**config.mk**
```make
export PLATFORM = sky130hd
export DESIGN_NAME = irq_arbiter
export DESIGN_NICKNAME = d
export VERILOG_FILES = /design/src/rtl/irq_pkg.sv /design/src/rtl/rr_pick.sv /design/src/rtl/irq_arbiter.sv
export SDC_FILE = /design/constraint.sdc
export NUM_CORES = 1
export LEC_CHECK = 0
export CAP_MARGIN = 10
export CORE_ASPECT_RATIO = 1.25
export CORE_MARGIN = 2
export CORE_UTILIZATION = 35
export DETAILED_ROUTE_END_ITERATION = 8
export HOLD_SLACK_MARGIN = 0.03
export PLACE_DENSITY = 0.55
export SLEW_MARGIN = 10
export SYNTH_ARGS = -nofsm -noshare
export SYNTH_HDL_FRONTEND = slang
export SYNTH_SLANG_ARGS = --single-unit
```
**constraint.sdc**
```tcl
create_clock -name clk -period 3.3 [get_ports clk]
set_input_delay 0.66 -clock clk [delete_from_list [all_inputs] [get_ports clk]]
set_output_delay 0.66 -clock clk [all_outputs]
set_load 0.02 [all_outputs]
```
**src/rtl/irq_pkg.sv**
```systemverilog
`default_nettype none
// ============================================================================
// Module   : irq_pkg
// Purpose  : Shared types and constants for the interrupt arbiter slice.
//            irq_state_t        - arbiter FSM state encoding
//            IRQ_N_SRC_DEFAULT  - default number of interrupt sources
// Revision : 1.0 - initial release
// ============================================================================
package irq_pkg;

  typedef enum logic [1:0] {
    IDLE    = 2'd0,
    REQ     = 2'd1,
    SERVICE = 2'd2
  } irq_state_t;

  localparam int IRQ_N_SRC_DEFAULT = 4;

endpackage
`default_nettype wire

```
**src/rtl/rr_pick.sv**
```systemverilog
`default_nettype none
// ============================================================================
// Module   : rr_pick
// Purpose  : Combinational round-robin picker. Returns the first set bit of
//            elig_i searched from rr_ptr_i upward, wrapping modulo N.
// Ports    : elig_i   [N]    candidate vector
//            rr_ptr_i [ID_W] search start position (must be < N)
//            pick_o   [ID_W] index of the selected candidate
//            valid_o         high when any candidate is set
// Revision : 1.0 - initial release
// ============================================================================
module rr_pick #(
  parameter int N    = 4,
  parameter int ID_W = $clog2(N)
) (
  input  logic [N-1:0]    elig_i,
  input  logic [ID_W-1:0] rr_ptr_i,
  output logic [ID_W-1:0] pick_o,
  output logic            valid_o
);

  int w_dist;
  int w_best_dist;

  // Each candidate is ranked by its circular distance from the pointer;
  // the smallest distance among set bits wins.
  always_comb begin
    valid_o     = 1'b0;
    pick_o      = '0;
    w_dist      = 0;
    w_best_dist = N;
    for (int j = 0; j < N; j++) begin
      w_dist = j - int'(rr_ptr_i);
      if (w_dist < 0) begin
        w_dist = w_dist + N;
      end
      if (elig_i[j] && (w_dist < w_best_dist)) begin
        w_best_dist = w_dist;
        pick_o      = ID_W'(j);
        valid_o     = 1'b1;
      end
    end
  end

endmodule
`default_nettype wire

```
**src/rtl/irq_arbiter.sv**
```systemverilog
`default_nettype none
// ============================================================================
// Module   : irq_arbiter
// Purpose  : Collects level interrupt requests, arbitrates round-robin,
//            drives a registered ExtIRQ to the controller and follows the
//            ExcAck / ERet exception handshake. Issues a one-cycle one-hot
//            acknowledge to the serviced source.
// Ports    : clk        system clock
//            reset      asynchronous active-low reset
//            irq_req    [N_SRC] level requests
//            ExtIRQ     registered interrupt request to controller
//            ExcAck     exception taken by datapath
//            ERet       handler return
//            irq_ack    [N_SRC] one-cycle one-hot acknowledge
//            irq_id     [ID_W]  granted / in-service source id
//            busy       high while in REQ or SERVICE
// Option   : IRQ_ARBITER_MASK_EN adds mask_we, mask_wdata[N_SRC], mask[N_SRC]
//            (mask resets to all-ones; a set bit blocks arbitration only).
// Revision : 1.0 - initial release
// ============================================================================
module irq_arbiter
  import irq_pkg::*;
#(
  parameter int N_SRC = IRQ_N_SRC_DEFAULT,
  parameter int ID_W  = $clog2(N_SRC)
) (
  input  logic             clk,
  input  logic             reset,
  input  logic [N_SRC-1:0] irq_req,
  output logic             ExtIRQ,
  input  logic             ExcAck,
  input  logic             ERet,
  output logic [N_SRC-1:0] irq_ack,
  output logic [ID_W-1:0]  irq_id,
  output logic             busy
`ifdef IRQ_ARBITER_MASK_EN
  ,
  input  logic             mask_we,
  input  logic [N_SRC-1:0] mask_wdata,
  output logic [N_SRC-1:0] mask
`endif
);

  irq_state_t       state_q,   state_d;
  logic [N_SRC-1:0] pending_q, pending_d;
  logic [ID_W-1:0]  rr_ptr_q,  rr_ptr_d;
  logic [ID_W-1:0]  irq_id_q,  irq_id_d;
  logic             ext_q,     ext_d;
  logic [N_SRC-1:0] ack_q,     ack_d;

  logic [N_SRC-1:0] elig;
  logic [N_SRC-1:0] clr;
  logic [N_SRC-1:0] id_onehot;
  logic [ID_W-1:0]  pick;
  logic             pick_valid;

`ifdef IRQ_ARBITER_MASK_EN
  logic [N_SRC-1:0] mask_q;

  // The mask only gates entry into arbitration, so rewriting it while a
  // grant is outstanding leaves that grant untouched.
  always_ff @(posedge clk or negedge reset) begin
    if (!reset) begin
      mask_q <= '1;
    end else if (mask_we) begin
      mask_q <= mask_wdata;
    end
  end

  assign mask = mask_q;
  assign elig = pending_q & ~mask_q;
`else
  assign elig = pending_q;
`endif

  rr_pick #(
    .N    (N_SRC),
    .ID_W (ID_W)
  ) u_rr_pick (
    .elig_i   (elig),
    .rr_ptr_i (rr_ptr_q),
    .pick_o   (pick),
    .valid_o  (pick_valid)
  );

  assign id_onehot = {{(N_SRC-1){1'b0}}, 1'b1} << irq_id_q;

  always_comb begin
    state_d  = state_q;
    irq_id_d = irq_id_q;
    ext_d    = ext_q;
    ack_d    = '0;
    rr_ptr_d = rr_ptr_q;
    clr      = '0;
    case (state_q)
      IDLE: begin
        // Arbitration uses the registered pending vector, so a request
        // arriving alongside a decision waits for the next one.
        if (pick_valid) begin
          irq_id_d = pick;
          ext_d    = 1'b1;
          state_d  = REQ;
        end
      end
      REQ: begin
        // ExcAck has priority; ERet is meaningless before the exception.
        if (ExcAck) begin
          ext_d   = 1'b0;
          ack_d   = id_onehot;
          clr     = id_onehot;
          state_d = SERVICE;
        end
      end
      SERVICE: begin
        if (ERet) begin
          rr_ptr_d = (irq_id_q == ID_W'(N_SRC - 1)) ? '0 : irq_id_q + 1'b1;
          state_d  = IDLE;
        end
      end
      default: begin
        state_d = IDLE;
        ext_d   = 1'b0;
      end
    endcase
    // Clear beats a simultaneous set; a held request re-arms next cycle.
    pending_d = (pending_q | irq_req) & ~clr;
  end

  always_ff @(posedge clk or negedge reset) begin
    if (!reset) begin
      state_q   <= IDLE;
      pending_q <= '0;
      rr_ptr_q  <= '0;
      irq_id_q  <= '0;
      ext_q     <= 1'b0;
      ack_q     <= '0;
    end else begin
      state_q   <= state_d;
      pending_q <= pending_d;
      rr_ptr_q  <= rr_ptr_d;
      irq_id_q  <= irq_id_d;
      ext_q     <= ext_d;
      ack_q     <= ack_d;
    end
  end

  assign ExtIRQ  = ext_q;
  assign irq_ack = ack_q;
  assign irq_id  = irq_id_q;
  assign busy    = (state_q != IDLE);

endmodule
`default_nettype wire

```
==> metrics.md, run 1 <==
| Metric | Value |
|---|---|
| Status | finished clean |
| GPL Wtd Cong | 0.803 |
| CTS tree | built |
| Maxcap violations | 0 |
| Post-synthesis register bit count | 15 |
| Core Area | around 2200 sq um |
| Fillcell total | 220 |
| Global Route Usage Sum | between 10 and 15% |
| Pwr dens | roughly 1100 nW/um^2 |
| Compound-gate portion of the synthesized area | ~17% |
| FF-to-FF Start | elig[0]$_DFF_PN0_ |
| Share of cells above drive strength 1 | between 8 and 9% |
| Longest Clk Path Bufs | 2 |
| Reg2Reg Setup Slack | between 500 and 600 ps |
| Grt total ovfl | 0 |
| Clock transition at path regs | approximately 90 ps |
| Initial core utilization | between 30% and 40% |
| Count of different cell masters after synthesis | 32 |
| Mapped cell area | 803 sq um |
| Initial antenna violation count | 0 |
| Rows | 19 |
| Wire per inst | 12.3 um |
| Critical Path Source | elig[0]$_DFF_PN0_ |
| Global-route wire length before repair | between 2 and 3 mm |
| I/O pins | 16 |
| Final total power | 1.06 mW |
| Via density per instance | ~4.8 |
| Top_reg_cell synth | dfrtp_1 |
| Clock Skews | ~1.7 ps |
| RSZ-0062 raised after global routing | no |
| Post-synthesis mux area share | 1.40% |
| Post-synth EDFFs | 0 |
| CP Launch Type | flip-flop |
| Die height | about 58 um |
| Vias in the first global route | around 570 |
| Via count | 600 |
| Setup TNS | 0 ps |
| DR pass1 iterations | 4 |
| Post-Route WL | 1.53 mm |
| Sequential area share after synthesis | about 47% |
| Top-count cell post-synth | dfrtp_1 |
| # diodes | 0 |
| Synth Area in XOR/XNOR | 1.09% |
| Avg Cell Area, Syn | approximately 10 sq um |
| Crit path capture | irq_id[1]$_DFFE_PN0P_ |
| Maximum vdd drop | about 0.00045 V |
| Adder-Cell Fraction of Synth Area | 9.35% |
| CTS H-tree depth | 1 |
| Setup bufs post-CTS | 0 |
| Post_cts resized | 0 |
| Slew HR | a little under three fifths |
| Synth Area in Simple Gates | between 10% and 20% |
| Post-route clock period utilization | about 85% |
| Post-synth top area share | between 40% and 50% |
| FF-to-FF End | irq_id[1]$_DFFE_PN0P_ |
| Yosys warns | 0 |
| Root buffer cell | clkbuf_4 |
| Hold buffer count at cts | 0 |
| Largest net degree at the start of global routing | 16 |
| Synth area leader | dfrtp_1 |
| Dominant cells by area after synthesis | dfrtp_1, ha_1, nor2_1 |
| CP required | between 3000 and 4000 ps |
| Crit path max fanout | 9 |
| Clock insertion delay at the later pin of the skew report | roughly 280 ps |
| Leakage power | ~0.42 nW |
| PortBufs | 15 |
| Synth top cells by count | dfrtp_1, nor2_1, ha_1, inv_1, and2_1 |
| Post-Synthesis Cells | 77 |
| Crit. End Element | flip-flop |
| Die footprint | 2700 sq um |
| DR iter-0 viols | 6 |
| Largest family of logic cells by synthesized area | simple AND/OR/NAND/NOR gates |
| Worst Setup Path Type | reg -> reg |
| Hold Vio Cnt, Final | 0 |
| CTS Buf Count | 3 |
| Routed Antenna Nets | 0 |
| Die W | 46.9 um |
| Area Growth Syn to Fin | 24.0% |
| Worst-margin pin slew | roughly 670 ps |
| Fmax | 358 MHz |
| Critical Path AT | 3000 ps |
| Layout Utilization | between 40% and 50% |
| Post-synth ARST share | 100% |
| Final #Nets | between 100 and 150 |
| Slew Limit Fails | 0 |
| HP Class | reg -> reg |
| Hpwl dp | about 1.2 mm |
| Drc violations | 0 |
| Synthesized net count | between 90 and 100 |
| Final min period | between 2000 and 3000 ps |
| Sink Count | 15 |
| # setup viols final | 0 |
| R2R depth | 12 |
==> logic make-up after synthesis <==
group	after synthesis
AND/OR/NAND/NOR	29
AO/OA/AOI/OAI	18
flip-flops	15
buffers and inverters	7
adder cells (fa/ha/maj)	6
XOR/XNOR	1
multiplexers	1
==> critical path: stages, from the launching register on <==
cell and delay (ps):
dfrtp_1 520, nand2_1 170, o31a_1 290, ha_1 280, o22ai_1 90, o21ai_1 270
nor2_1 70, a21o_1 160, ha_1 280, nor2b_1 140, o32ai_2 120, o211ai_1 150
a31oi_1 190
==> cells in the final DEF, fill, tap and decap left out, types with 3 or more instances in the layout <==
cell and instances:
clkdlybuf4s50_1 15, dfrtp_1 15, inv_1 5, clkbuf_4 3, and2_1 4, nor2_1 12, ha_1 6
==> state kept, by name, summed over array words and instances, names as in the netlist <==
signal and cells:
state_q 2, elig 4, ExtIRQ 1, irq_ack 4
rr_ptr_q 2, irq_id 2
==> per-layer routing <==
metal  part of all wire [%]  track usage [%]
met5                      0                0
met4                    2.5             9.52
met3                    3.0             1.90
met2                     47             19.2
met1                     48             19.5
==> worst min-delay path by stage <==
stage          slack (ps)              startpoint                endpoint  cells past startpoint
2_1_floorplan         360                   reset      ExtIRQ$_DFFE_PN0P_                      0
3_3_place_gp          500  state_q[1]$_DFFE_PN0P_  state_q[0]$_DFFE_PN0P_                      1
3_5_place_dp          510  state_q[1]$_DFFE_PN0P_  state_q[0]$_DFFE_PN0P_                      1
4_1_cts               520  state_q[1]$_DFFE_PN0P_  state_q[0]$_DFFE_PN0P_                      1
5_1_grt               580  state_q[1]$_DFFE_PN0P_  state_q[0]$_DFFE_PN0P_                      1
6_report              530  state_q[1]$_DFFE_PN0P_  state_q[0]$_DFFE_PN0P_                      1
==> metrics by stage <==
step           hold slack [ps]  area [sq um]  worst slack [ps]  cells
3_5_place_dp               508           970               532    121
3_3_place_gp               500           970               565    121
5_1_grt                    578           996               231    125
2_1_floorplan              364           803               871     77
6_report                   527           996               509    125
4_1_cts                    521           996               490    125
==> final cells by class <==
cell class / count / area [sq um] / share of cell area, %
well taps: 31 / 38.8 / 3.89
flip-flops and latches: 15 / 375 / 37.7
inverters: 5 / 18.8 / 1.88
clock buffers: 4 / 26.3 / 2.64
multi-input cells: 55 / 387 / 38.8
repair buffers: 15 / 150 / 15.1
==> where the power goes <==
group,internal (mW),switching (mW)
clock,0.0469,0.0573
combinational,0.300,0.294
sequential,0.254,0.104
Power figures use the tool's default switching activity.
==> inputs of run 2 (changes only) <==
PLACE_DENSITY = 0.57   (was 0.55)
clock period = 2.5 ns   (was 3.3 ns; I/O delays follow)
==> metrics.md, run 2 (synthesis results as in run 1) <==
| Metric | Value |
|---|---|
| Status | finished clean (unchanged) |
| Critical-path top delay cell | dfrtp_1 (unchanged) |
| Core Area | 2190 sq um (unchanged) |
| Clock insertion delay at the later pin of the skew report | 280 ps (about the same) |
| Hold buffer count at cts | 0 (unchanged) |
| DR iter-0 viols | 14 (was 6) |
| Via density per instance | 4.80 (about the same) |
| Die W | 46.9 um (unchanged) |
| Leakage power | 0.487 nW (was 0.417 nW) |
| Die footprint | 2700 sq um (unchanged) |
| CP most frequent cell | ha_4 (was ha_1) |
| Global-route wire length before repair | 2.76 mm (was 2.60 mm) |
| DR pass1 iterations | 4 (unchanged) |
| Buf+Inv Stages, Crit Path | 0 (unchanged) |
| DP Area | 1010 sq um (was 970 sq um) |
| CP delay by family, top | compound AO/OA/AOI/OAI gates (unchanged) |
| Pwr dens | 1620 nW/um^2 (was 1060 nW/um^2) |
| Grt total ovfl | 0 (unchanged) |
| HP Class | reg -> reg (unchanged) |
| CTS tree | built (unchanged) |
| Final min period | 2420 ps (was 2790 ps) |
| Worst Setup Path Type | reg -> reg (unchanged) |
| Area Growth Syn to Fin | 43.5% (was 24.0%) |
| Via count | 658 (was 600) |
| I/O pins | 16 (unchanged) |
| Crit path max fanout | 4 (was 9) |
| Final total power | 1.86 mW (was 1.06 mW) |
| Initial antenna violation count | 0 (unchanged) |
| Clock transition at path regs | 80 ps (was 90 ps) |
| Fin Hold WS | 516 ps (was 527 ps) |
| Wire per inst | 12.7 um (was 12.3 um) |
| Hpwl dp | 1.21 mm (was 1.17 mm) |
| Ordered cell list for the critical path | nand2_2 > o31a_1 > ha_4 > o22ai_4 > o21ai_2 > nor2_1 > a21o_1 > ha_4 > o21ai_0 > o311ai_1 > a31oi_1 (was nand2_1 > o31a_1 > ha_1 > o22ai_1 > o21ai_1 > nor2_1 > a21o_1 > ha_1 > nor2b_1 > o32ai_2 > o211ai_1 > a31oi_1) |
| Routed Antenna Nets | 0 (unchanged) |
| Largest net degree at the start of global routing | 16 (unchanged) |
| Post-Route WL | 1.74 mm (was 1.53 mm) |
| CP Launch Type | flip-flop (unchanged) |
| Drc violations | 0 (unchanged) |
| Crit. End Element | flip-flop (unchanged) |
| Die height | 57.6 um (unchanged) |
| Clock Skews | 1.18 ps (was 1.75 ps) |
| Initial core utilization | 36.7% (unchanged) |
| # setup viols final | 0 (unchanged) |
| CTS Buf Count | 3 (unchanged) |
| CP required | 2650 ps (was 3500 ps) |
| Most common cell after layout, fill and taps aside | clkdlybuf4s50_1 |
| GPL Wtd Cong | 0.763 (was 0.803) |
| Post-route clock period utilization | 96.8% (was 84.6%) |
| Sink Count | 15 (unchanged) |
| Maxcap violations | 0 (unchanged) |
| CTS H-tree depth | 1 (unchanged) |
| Final Cell Area | 1150 sq um (was 996 sq um) |
| Final #Nets | 121 (was 109) |
| # diodes | 0 (unchanged) |
| Longest Clk Path Bufs | 2 (unchanged) |
| Vias in the first global route | 649 (was 565) |
| Slowest stage delay, CP | 420 ps (was 520 ps) |
| Slew HR | 53.4% (was 55.1%) |
| Slew Limit Fails | 0 (unchanged) |
| Critical Path AT | 2570 ps (was 3000 ps) |
| Rows | 19 (unchanged) |
| Hold Vio Cnt, Final | 0 (unchanged) |
| PortBufs | 15 (unchanged) |
| Maximum vdd drop | 0.00101 V (was 0.000447 V) |
| Share of cells above drive strength 1 | 27.4% (was 8.51%) |
| Commonest cells after routing, fill and taps aside | clkdlybuf4s50_1, dfrtp_1, nor2_1, buf_4, inv_1 (was dfrtp_1, clkdlybuf4s50_1, nor2_1) |
| Fmax | 413 MHz (was 358 MHz) |
| Global Route Usage Sum | 14.5% (was 13.9%) |
| Layout Utilization | 52.7% (was 45.5%) |
| Worst-margin pin slew | 696 ps (was 672 ps) |
| Root buffer cell | clkbuf_4 (unchanged) |
[run 2: power breakdown]
group | switching, mW | total, mW | leakage, nW | internal, mW
Combinational | 0.564 | 1.29 | 0.297 | 0.723
Clock | 0.0730 | 0.135 | 0.0150 | 0.0619
Sequential | 0.106 | 0.443 | 0.174 | 0.337
[run 2: worst reg2reg max path, stage by stage, from the launching register on]
cell and delay [ps]:
dfrtp_1 420, nand2_2 90, o31a_1 290, ha_4 290, o22ai_4 70, o21ai_2 150, nor2_1 60, a21o_1 180
ha_4 270, o21ai_0 100, o311ai_1 250, a31oi_1 120
[run 2: through the flow]
stage / TNS [ps] / worst slack (ps) / std cells
floorplan: 0 / 71.1 / 77
global placement: 0 / 5.21 / 126
detailed placement: -46.6 / -30.9 / 126
CTS: 0 / 3.09 / 130
global route: -22.4 / -22.4 / 137
finish: 0 / 80.6 / 137
[run 2: layout make-up]
type	instances	area, sq um
clock buffers	4	26.3
fillers	217	1030
inverters	5	18.8
multi-input cells	55	452
flip-flops and latches	15	377
well taps	31	38.8
repair buffers	27	240
[run 2: path summary, 6_finish.rpt]
path | startpoint | end | slack [ps] | depth (start not counted)
hold / removal | state_q[1]$_DFFE_PN0P_ | state_q[0]$_DFFE_PN0P_ | 520 | 1
setup reg to reg | elig[0]$_DFF_PN0_ | irq_id[0]$_DFFE_PN0P_ | 80 | 11
max in group asynchronous | reset | rr_ptr_q[1]$_DFFE_PN0P_ | 1380 | 1
hold reg to reg | state_q[1]$_DFFE_PN0P_ | state_q[0]$_DFFE_PN0P_ | 520 | 1
min in group asynchronous | reset | ExtIRQ$_DFFE_PN0P_ | 630 | 1
setup / recovery | elig[0]$_DFF_PN0_ | irq_id[0]$_DFFE_PN0P_ | 80 | 11
[run 2: per-layer routing]
layer  vias up  track usage (%)  routed length (um)
li1        332                -                   -
met1       308             16.0                 763
met2        14             24.1                 894
met3         4             2.53                  50
met4         0             9.52                  32
met5         -                0                   0
[run 2: what timing repair did]
item / CTS / global route
setup buffers: 0 / 7
pin swaps: 1 / 4
setup endpoints to repair: 2 / 2
gates resized for setup: 3 / 9
endpoints found under the hold margin: 0 / 0
==> inputs of run 3 (changes only) <==
CELL_PAD_IN_SITES_DETAIL_PLACEMENT = 0   (was not set)
CELL_PAD_IN_SITES_GLOBAL_PLACEMENT = 1   (was not set)
CORE_UTILIZATION = 34   (was 35)
PLACE_DENSITY = 0.69   (was 0.57)
==> metrics.md, run 3 (synthesis results as in run 1) <==
| Metric | Value |
|---|---|
| Via density per instance | 4.91 (was 4.80) |
| Final worst slack | 97.6 ps (was 80.6 ps) |
| Root buffer cell | clkbuf_4 (unchanged) |
| Share of cells above drive strength 1 | 26.9% (was 27.4%) |
| Via count | 682 (was 658) |
| Final #Nets | 123 (was 121) |
| CTS Buf Count | 3 (unchanged) |
| Die footprint | 2770 sq um (was 2700 sq um) |
| CP required | 2710 ps (was 2650 ps) |
| Setup TNS | 0 ps (unchanged) |
| CTS tree | built (unchanged) |
| Global Route Usage Sum | 15.0% (was 14.5%) |
| GPL Wtd Cong | 0.771 (was 0.763) |
| Grt total ovfl | 0 (unchanged) |
| Final total power | 1.80 mW (was 1.86 mW) |
| Critical Path Source | rr_ptr_q[1]$_DFFE_PN0P_ (was elig[0]$_DFF_PN0_) |
| Layout Cells excl Fill | 139 (was 137) |
| Hpwl dp | 1.26 mm (was 1.21 mm) |
| Maximum vdd drop | 0.000994 V (was 0.00101 V) |
| Status | finished clean (unchanged) |
| Hold Vio Cnt, Final | 0 (unchanged) |
| Clock transition at path regs | 80 ps (about the same) |
| Vias in the first global route | 654 (was 649) |
| CTS H-tree depth | 1 (unchanged) |
| Longest Clk Path Bufs | 2 (unchanged) |
| Core Area | 2210 sq um (was 2190 sq um) |
| Maxcap violations | 0 (unchanged) |
| Largest net degree at the start of global routing | 16 (unchanged) |
| Drc violations | 0 (unchanged) |
| I/O pins | 16 (unchanged) |
| DR iter-0 viols | 12 (was 14) |
| Worst Setup Path Type | reg -> reg (unchanged) |
| # diodes | 0 (unchanged) |
| Fmax | 416 MHz (was 413 MHz) |
| Slew Limit Fails | 0 (unchanged) |
| Area Growth Syn to Fin | 41.9% (was 43.5%) |
| PortBufs | 15 (unchanged) |
| Crit path max fanout | 5 (was 4) |
| RSZ-0062 raised after global routing | yes |
| Pwr dens | 1580 nW/um^2 (was 1620 nW/um^2) |
| # setup viols final | 0 (unchanged) |
| Wire per inst | 13.1 um (was 12.7 um) |
| FF-to-FF Start | rr_ptr_q[1]$_DFFE_PN0P_ (was elig[0]$_DFF_PN0_) |
| Sink Count | 15 (unchanged) |
| Fin Hold WS | 520 ps (was 516 ps) |
| Final Cell Area | 1140 sq um (was 1150 sq um) |
| CP Launch Type | flip-flop (unchanged) |
| DR pass1 iterations | 4 (unchanged) |
| Clock insertion delay at the later pin of the skew report | 280 ps (about the same) |
| DP Area | 1010 sq um (unchanged) |
| Place WS | -16.9 ps (was -30.9 ps) |
| Rows | 19 (unchanged) |
| Worst-margin pin slew | 658 ps (was 696 ps) |
| Leakage power | 0.489 nW (was 0.487 nW) |
| Crit. End Element | flip-flop (unchanged) |
| Placed Cells incl. Taps | 126 (unchanged) |
| Post-Route WL | 1.82 mm (was 1.74 mm) |
| Global-route wire length before repair | 2.84 mm (was 2.76 mm) |
| Critical Path AT | 2610 ps (was 2570 ps) |
| Post-route clock period utilization | 96.1% (was 96.8%) |
| Routed Antenna Nets | 0 (unchanged) |
| Slew HR | 56.0% (was 53.4%) |
| Initial antenna violation count | 0 (unchanged) |
| Commonest cells after routing, fill and taps aside | clkdlybuf4s50_1, dfrtp_1, buf_4 (was clkdlybuf4s50_1, dfrtp_1, nor2_1, buf_4, inv_1) |
| Layout Utilization | 51.6% (was 52.7%) |
| Die height | 58.3 um (was 57.6 um) |
| Most common cell after layout, fill and taps aside | clkdlybuf4s50_1 (unchanged) |
| Die W | 47.5 um (was 46.9 um) |
| Initial core utilization | 36.3% (was 36.7%) |
| Worst hold start | state_q[1]$_DFFE_PN0P_ (unchanged) |
| Clock Skews | 2.27 ps (was 1.18 ps) |
| Final min period | 2400 ps (was 2420 ps) |
| HP Class | reg -> reg (unchanged) |
run 3: final cells by class:
type / instances / area [sq um]
Clock buffer: 4 / 26.3
Fill cell: 216 / 1070
Timing Repair Buffer: 29 / 255
Tap cell: 31 / 38.8
Sequential cell: 15 / 377
Inverter: 5 / 18.8
Multi-Input combinational cell: 55 / 424
run 3: where the power goes:
part / leakage, nW / switching [mW] / total (mW) / internal [mW]
clock network: 0.0150 / 0.0751 / 0.137 / 0.0620
registers: 0.174 / 0.110 / 0.447 / 0.337
logic: 0.299 / 0.530 / 1.21 / 0.683
run 3: worst paths after layout:
kind | slack, ps | depth (start not counted) | to
worst max-delay path | 100 | 11 | irq_id[0]$_DFFE_PN0P_
worst min-delay path | 520 | 1 | state_q[0]$_DFFE_PN0P_
worst max register to register | 100 | 11 | irq_id[0]$_DFFE_PN0P_
worst min register to register | 520 | 1 | state_q[0]$_DFFE_PN0P_
max in group asynchronous | 1430 | 1 | rr_ptr_q[1]$_DFFE_PN0P_
min in group asynchronous | 610 | 1 | elig[0]$_DFF_PN0_
run 3: repair_timing:
action                     CTS  global route
setup endpoints to repair    2             2
pin swaps                    0             4
hold buffers                 0             0
buffers inserted             4             5
gates resized for setup      2             7
run 3: worst max-delay path: stages, from the launching register on:
cell      delay (ps)
dfrtp_2          440
buf_4            140
xnor2_1          210
ha_1             280
o22ai_2          180
o21ai_2          100
a21o_1           220
ha_4             220
nor2b_4          120
o32ai_2          110
o311ai_1         140
a31oi_1          170
run 3: metal layers:
metal | track usage [%] | wire [um] | up-vias
li1 | - | - | 334
met1 | 16.7 | 731 | 325
met2 | 23.7 | 944 | 18
met3 | 2.15 | 74 | 5
met4 | 13.1 | 71 | 0
met5 | 0 | 0 | -
